--- src/rtl/inst_mem_loader_pkg.sv ---
// Shared widths and FSM encoding for the instruction-memory loader.
package defines;

    localparam int unsigned N             = 32;
    localparam int unsigned INST_MEM_SIZE = 64;
    localparam int unsigned MEM_CELL_SIZE = 8;

    localparam int unsigned ADDR_W = $clog2(INST_MEM_SIZE);
    localparam int unsigned CNT_W  = $clog2(INST_MEM_SIZE / 4) + 1;

    typedef enum logic [1:0] {
        IDLE,
        WAIT_WORD,
        WRITE,
        DONE
    } loader_state_t;

endpackage

--- src/rtl/inst_mem_loader.sv ---
// Instruction-memory loader: accepts 32-bit words over valid/ready and writes
// each as four byte cells, most-significant byte at the lowest address.
// Optional feature macro: LOADER_CHECKSUM_EN (adds XOR checksum output).
module inst_mem_loader
    import defines::*;
(
    input  logic                     clk,
    input  logic                     rstn,
    input  logic                     start,
    input  logic [N-1:0]             base_addr,
    input  logic                     word_valid,
    input  logic [N-1:0]             word_data,
    input  logic                     word_last,
    output logic                     word_ready,
    output logic                     mem_we,
    output logic [ADDR_W-1:0]        mem_addr,
    output logic [MEM_CELL_SIZE-1:0] mem_wdata,
    output logic                     busy,
    output logic                     done,
    output logic                     err,
    output logic [CNT_W-1:0]         word_count
`ifdef LOADER_CHECKSUM_EN
    ,
    output logic [N-1:0]             checksum
`endif
);

    // Address register is one bit wider so a session that fills the last
    // cell can advance past the end without wrapping to 0.
    localparam logic [ADDR_W+1:0] LAST_CELL = (ADDR_W+2)'(INST_MEM_SIZE - 1);

    loader_state_t     state_q, state_d;
    logic [ADDR_W:0]   cur_addr_q, cur_addr_d;
    logic [N-1:0]      word_q, word_d;
    logic              last_q, last_d;
    logic [1:0]        idx_q, idx_d;
    logic [CNT_W-1:0]  count_q, count_d;
    logic              err_q, err_d;
    logic [N-1:0]      csum_q, csum_d;

    // State and datapath registers
    always_ff @(posedge clk or negedge rstn) begin
        if (!rstn) begin
            state_q    <= IDLE;
            cur_addr_q <= '0;
            word_q     <= '0;
            last_q     <= 1'b0;
            idx_q      <= '0;
            count_q    <= '0;
            err_q      <= 1'b0;
            csum_q     <= '0;
        end else begin
            state_q    <= state_d;
            cur_addr_q <= cur_addr_d;
            word_q     <= word_d;
            last_q     <= last_d;
            idx_q      <= idx_d;
            count_q    <= count_d;
            err_q      <= err_d;
            csum_q     <= csum_d;
        end
    end

    // Next-state logic: session start checks, word capture, byte sequencing
    always_comb begin
        state_d    = state_q;
        cur_addr_d = cur_addr_q;
        word_d     = word_q;
        last_d     = last_q;
        idx_d      = idx_q;
        count_d    = count_q;
        err_d      = 1'b0;
        csum_d     = csum_q;
        case (state_q)
            IDLE: begin
                if (start) begin
                    if ((base_addr[1:0] != 2'b00) || (base_addr >= N'(INST_MEM_SIZE))) begin
                        err_d = 1'b1;
                    end else begin
                        cur_addr_d = base_addr[ADDR_W:0];
                        count_d    = '0;
                        csum_d     = '0;
                        state_d    = WAIT_WORD;
                    end
                end
            end
            WAIT_WORD: begin
                if (word_valid) begin
                    word_d = word_data;
                    last_d = word_last;
                    if (({1'b0, cur_addr_q} + (ADDR_W+2)'(3)) > LAST_CELL) begin
                        err_d   = 1'b1;
                        state_d = IDLE;
                    end else begin
                        idx_d   = '0;
                        state_d = WRITE;
                    end
                end
            end
            WRITE: begin
                idx_d = idx_q + 2'd1;
                if (idx_q == 2'd3) begin
                    cur_addr_d = cur_addr_q + (ADDR_W+1)'(4);
                    count_d    = count_q + CNT_W'(1);
                    csum_d     = csum_q ^ word_q;
                    state_d    = last_q ? DONE : WAIT_WORD;
                end
            end
            DONE: begin
                state_d = IDLE;
            end
            default: begin
                state_d = IDLE;
            end
        endcase
    end

    // Output decode from registered state only
    always_comb begin
        word_ready = (state_q == WAIT_WORD);
        busy       = (state_q == WAIT_WORD) || (state_q == WRITE);
        done       = (state_q == DONE);
        err        = err_q;
        word_count = count_q;
        mem_we     = 1'b0;
        mem_addr   = '0;
        mem_wdata  = '0;
        if (state_q == WRITE) begin
            mem_we   = 1'b1;
            mem_addr = cur_addr_q[ADDR_W-1:0] + ADDR_W'(idx_q);
            case (idx_q)
                2'd0:    mem_wdata = word_q[N-1    -: MEM_CELL_SIZE];
                2'd1:    mem_wdata = word_q[N-1-8  -: MEM_CELL_SIZE];
                2'd2:    mem_wdata = word_q[N-1-16 -: MEM_CELL_SIZE];
                default: mem_wdata = word_q[N-1-24 -: MEM_CELL_SIZE];
            endcase
        end
    end

`ifdef LOADER_CHECKSUM_EN
    assign checksum = csum_q;
`endif

endmodule

--- config.mk ---
export PLATFORM = sky130hd
export DESIGN_NAME = inst_mem_loader
export DESIGN_NICKNAME = d
export VERILOG_FILES = /design/src/rtl/inst_mem_loader_pkg.sv /design/src/rtl/inst_mem_loader.sv
export SDC_FILE = /design/constraint.sdc
export NUM_CORES = 1
export LEC_CHECK = 0
export BUFFER_PORTS_ARGS = -buffer_cell sky130_fd_sc_hd__buf_2
export CAP_MARGIN = 20
export CORE_ASPECT_RATIO = 1.75
export CORE_MARGIN = 10
export CORE_UTILIZATION = 52
export CTS_BUF_LIST = sky130_fd_sc_hd__clkbuf_4
export DETAILED_ROUTE_END_ITERATION = 6
export PLACE_DENSITY = 0.8
export SYNTH_ARGS = -nofsm -noshare
export SYNTH_HDL_FRONTEND = slang
export SYNTH_SLANG_ARGS = --single-unit
--- constraint.sdc ---
create_clock -name clk -period 1.95 [get_ports clk]
set_clock_uncertainty 0.05 [all_clocks]
set_input_delay 0.195 -clock clk [delete_from_list [all_inputs] [get_ports clk]]
set_output_delay 0.195 -clock clk [all_outputs]
set_load 0.05 [all_outputs]
==> impl_metrics.csv <==
group,metric,value,unit
setup_path,crit_required,1.70,ns
floorplan,die_w,75.5,microns
placed_design,place_congestion,0.933,
final_layout,drive_above_1_share,0.496,
pwr,powerDensity,1360,nW/um^2
floorplan,die_y,117,microns
floorplan,core_area,5260,sq um
setup_path,worstSetupStartpoint,"idx_q[1]$_DFFE_PN0P_",
final_layout,final_cell_mix,"78 x buf_2, 47 x dfrtp_1, 33 x mux2_2",
hold_path,min_from,"word_data[10]",
grt,grt_pass1_vias,2889,
grt,grt_pass1_wl,13700,microns
timing,slew_headroom,0.620,
outcome,status,"complete, but fails checks",
yosys,seq_area_frac_synth,0.446,
final_layout,layout_commonest_cell,"buf_2",
floorplan,die_area,8850,sq um
yosys,syn_area_per_cell,10.9,sq um
yosys,synth_cell_types,50,
timing,period_share,1.17,
setup_path,cp_max_fo,8,
yosys,ys_ff_latch,50,
yosys,synth_nets,341,
timing,tightest_slew,0.570,ns
pwr,power,5.54,mW
timing,holdWs,0.000853,ns
outcome,violations,"negative setup slack",
yosys,muxShareOfSynthArea,0.140,
yosys,synthesis.area,2810,sq um
pwr,peakVddDrop,0.873,mV
final_layout,n_fill_cell,335,
timing,period_needed,2.27,ns
yosys,synth_simple_gate_area_frac,0.167,
floorplan,start_util,0.534,
timing,drv_slew,0,
yosys,synth_compound_area_frac,0.138,
clock_tree,clock_path_buffers,2,
setup_path,timing.rr.start,"idx_q[0]$_DFFE_PN0P_",
placed_design,hpwl,6230,microns
timing,setup_viol,13,
clock_tree,cts_tree,"done",
clock_tree,cts_buffers,5,
routing,drtAntennaViolNets,0,
timing,layout_setup_ws,-0.323,ns
clock_tree,cts.clk_slew.worst_paths,0.15,ns
clock_tree,insertion_delay,0.37,ns
setup_path,crit_chain,"inv_4, ha_4, a222oi_1, o21ai_1, and2_1, buf_6",
flow_run,cap_violations,0,
grt,grt_usage,0.196,
grt,grt_overflow_total,0,
grt,antenna_found_initial,0,
routing,vias,2722,
hold_path,hold_class,"input port to flip-flop",
final_layout,area_growth,45.1,%
floorplan,io-pin-count,93,
yosys,synth-xor-area-share,0.0125,
setup_path,cpPeakStageDelay,0.50,ns
clock_tree,htreeDepth,2,
routing,drt_iter0_drc,203,
final_layout,final_nets,483,
yosys,synth_top_family_by_area,"simple AND/OR/NAND/NOR gates",
pwr,power_leakage,1.92,nW
routing,wl_per_cell,19.7,microns
routing,viasPerCell,5.97,
setup_path,arrival,2.03,ns
floorplan,row_count,35,
setup_path,start_kind,"flip-flop",
yosys,synthCells,258,
clock_tree,root_buffer,"clkbuf_4",
yosys,yosysWarnings,0,
clock_tree,clock-sinks,50,
final_layout,diodes,0,
routing,drt_pass1_iterations,5,
timing,max_freq,440,MHz
routing,drc,0,
grt,grt_start_max_net_pins,34,
setup_path,path_class,"flip-flop to output port",
yosys,synth_fa_ha_area_frac,0.0651,
placed_design,port_buffers,92,
setup_path,r2r_setup_slack,0.08,ns
setup_path,critPathCaptureType,"output port",
timing,rsz0062_at_grt,"true",
timing,finalHoldViolations,0,
routing,drt-total-wl,8970,microns
setup_path,cpMaxStageDelayCell,"dfrtp_2",
[sequential cells by signal (all words and copies together), names as in the netlist]
register and cells:
cur_addr_q 7, err 1, idx_q 2, last_q 1, state_q 2, word_count 5, word_q 32
[through the flow]
step / util / area (sq um) / cells / setup TNS, ns / setup WS, ns
after detailed placement: 0.659 / 3460 / 409 / -0.194 / -0.0725
after CTS: 0.740 / 3890 / 443 / -2.31 / -0.227
after global placement: 0.659 / 3460 / 409 / 0 / 0.000443
after floorplan: - / 2850 / 258 / 0 / 0.0405
after global routing: 0.775 / 4070 / 456 / -3.90 / -0.400
final: 0.775 / 4070 / 456 / -2.47 / -0.323
[synth_stat cells, drive strengths merged]
cell      n  area (sq um)
dfrtp    50          1250
mux2     33           372
nand2    19          73.8
and2     16           100
ha       13           163
o21ai    12          63.8
clkbuf   11          41.3
nor2      9          33.8
a222oi    8          80.1
nor4      8          68.8
and3      6          37.5
inv       6          22.5
nand3     6          30.0
a21oi     5          25.0
nand4     5          31.3
a221o     4          40.0
buf       4          26.3
nor3b     4          30.0
a21o      3          22.5
a22o      3          27.5
a31oi     3          18.8
nand2b    3          18.8
a32o      2          20.0
mux2i     2          20.0
nor2b     2          12.5
or3       2          12.5
xnor2     2          17.5
xor2      2          17.5
a21bo     1          10.0
a22oi     1          7.51
a2bb2oi   1          8.76
a311oi    1          8.76
a31o      1          8.76
fa        1          20.0
nand3b    1          7.51
nor3      1          5.00
o2111ai   1          8.76
o211ai    1          7.51
o21a      1          7.51
o22ai     1          6.26
o2bb2ai   1          8.76
o31ai     1          7.51
or2       1          6.26
[cell families (layout without fill, tap and decap cells)]
logic type               after synthesis  after routing
buffers and inverters                 21            164
multiplexers                          35             35
AND/OR/NAND/NOR                       83             83
flip-flops                            50             50
adder cells (fa/ha/maj)               14             14
XOR/XNOR                               4              4
AO/OA/AOI/OAI                         51             51
[power by group]
part           internal [mW]  switching (mW)
combinational           1.52            1.72
sequential              1.48           0.335
clock                  0.157           0.339
[area by class of cell]
| type | count | area, sq um | share of cell area |
|---|---|---|---|
| Clock buffer | 6 | 45.0 | 0.0111 |
| Clock inverter | 2 | 13.8 | 0.00338 |
| Inverter | 6 | 27.5 | 0.00676 |
| Multi-Input combinational cell | 187 | 1590 | 0.390 |
| Sequential cell | 50 | 1250 | 0.308 |
| Tap cell | 55 | 68.8 | 0.0169 |
| Timing Repair Buffer | 150 | 1070 | 0.264 |
[layer usage]
layer  GRT usage  wire length [microns]  vias to the layer above  part of all wire
met5           0                      0                        -                 0
met4      0.0809                    189                        0             0.021
met3      0.0624                    791                       17             0.088
met2       0.365                   4990                      129              0.56
met1       0.187                   3000                     1338              0.33
li1            -                      -                     1238                 -
[worst paths after layout]
check | end | cells past startpoint
worst min-delay path | word_q[10]$_DFFE_PN0P_ | 2
worst min register to register | word_q[27]$_DFFE_PN0P_ | 1
worst max-delay path | mem_wdata[7] | 6
max in group asynchronous | idx_q[1]$_DFFE_PN0P_ | 3
min in group asynchronous | cur_addr_q[0]$_DFFE_PN0P_ | 2
worst max register to register | word_count[4]$_DFFE_PN0P_ | 6
[worst max-delay path: cells and delay by family, from the launching register on]
family                     cells  cell delay, ns
AOI/OAI and AO/OA              2            0.56
DFF                            1            0.50
and+or+nand+nor                1            0.18
adders and majority gates      1            0.20
buffers and inverters          2            0.23
[what timing repair did]
action / in CTS / in global routing
gates cloned: 0 / 0
pin swaps: 6 / 18
setup endpoints to repair: 14 / 18
setup buffers: 4 / 6
gates resized for setup: 41 / 19
hold buffers: 22 / 7
hold endpoints to repair: 43 / 7
Power figures use the tool's default switching activity.
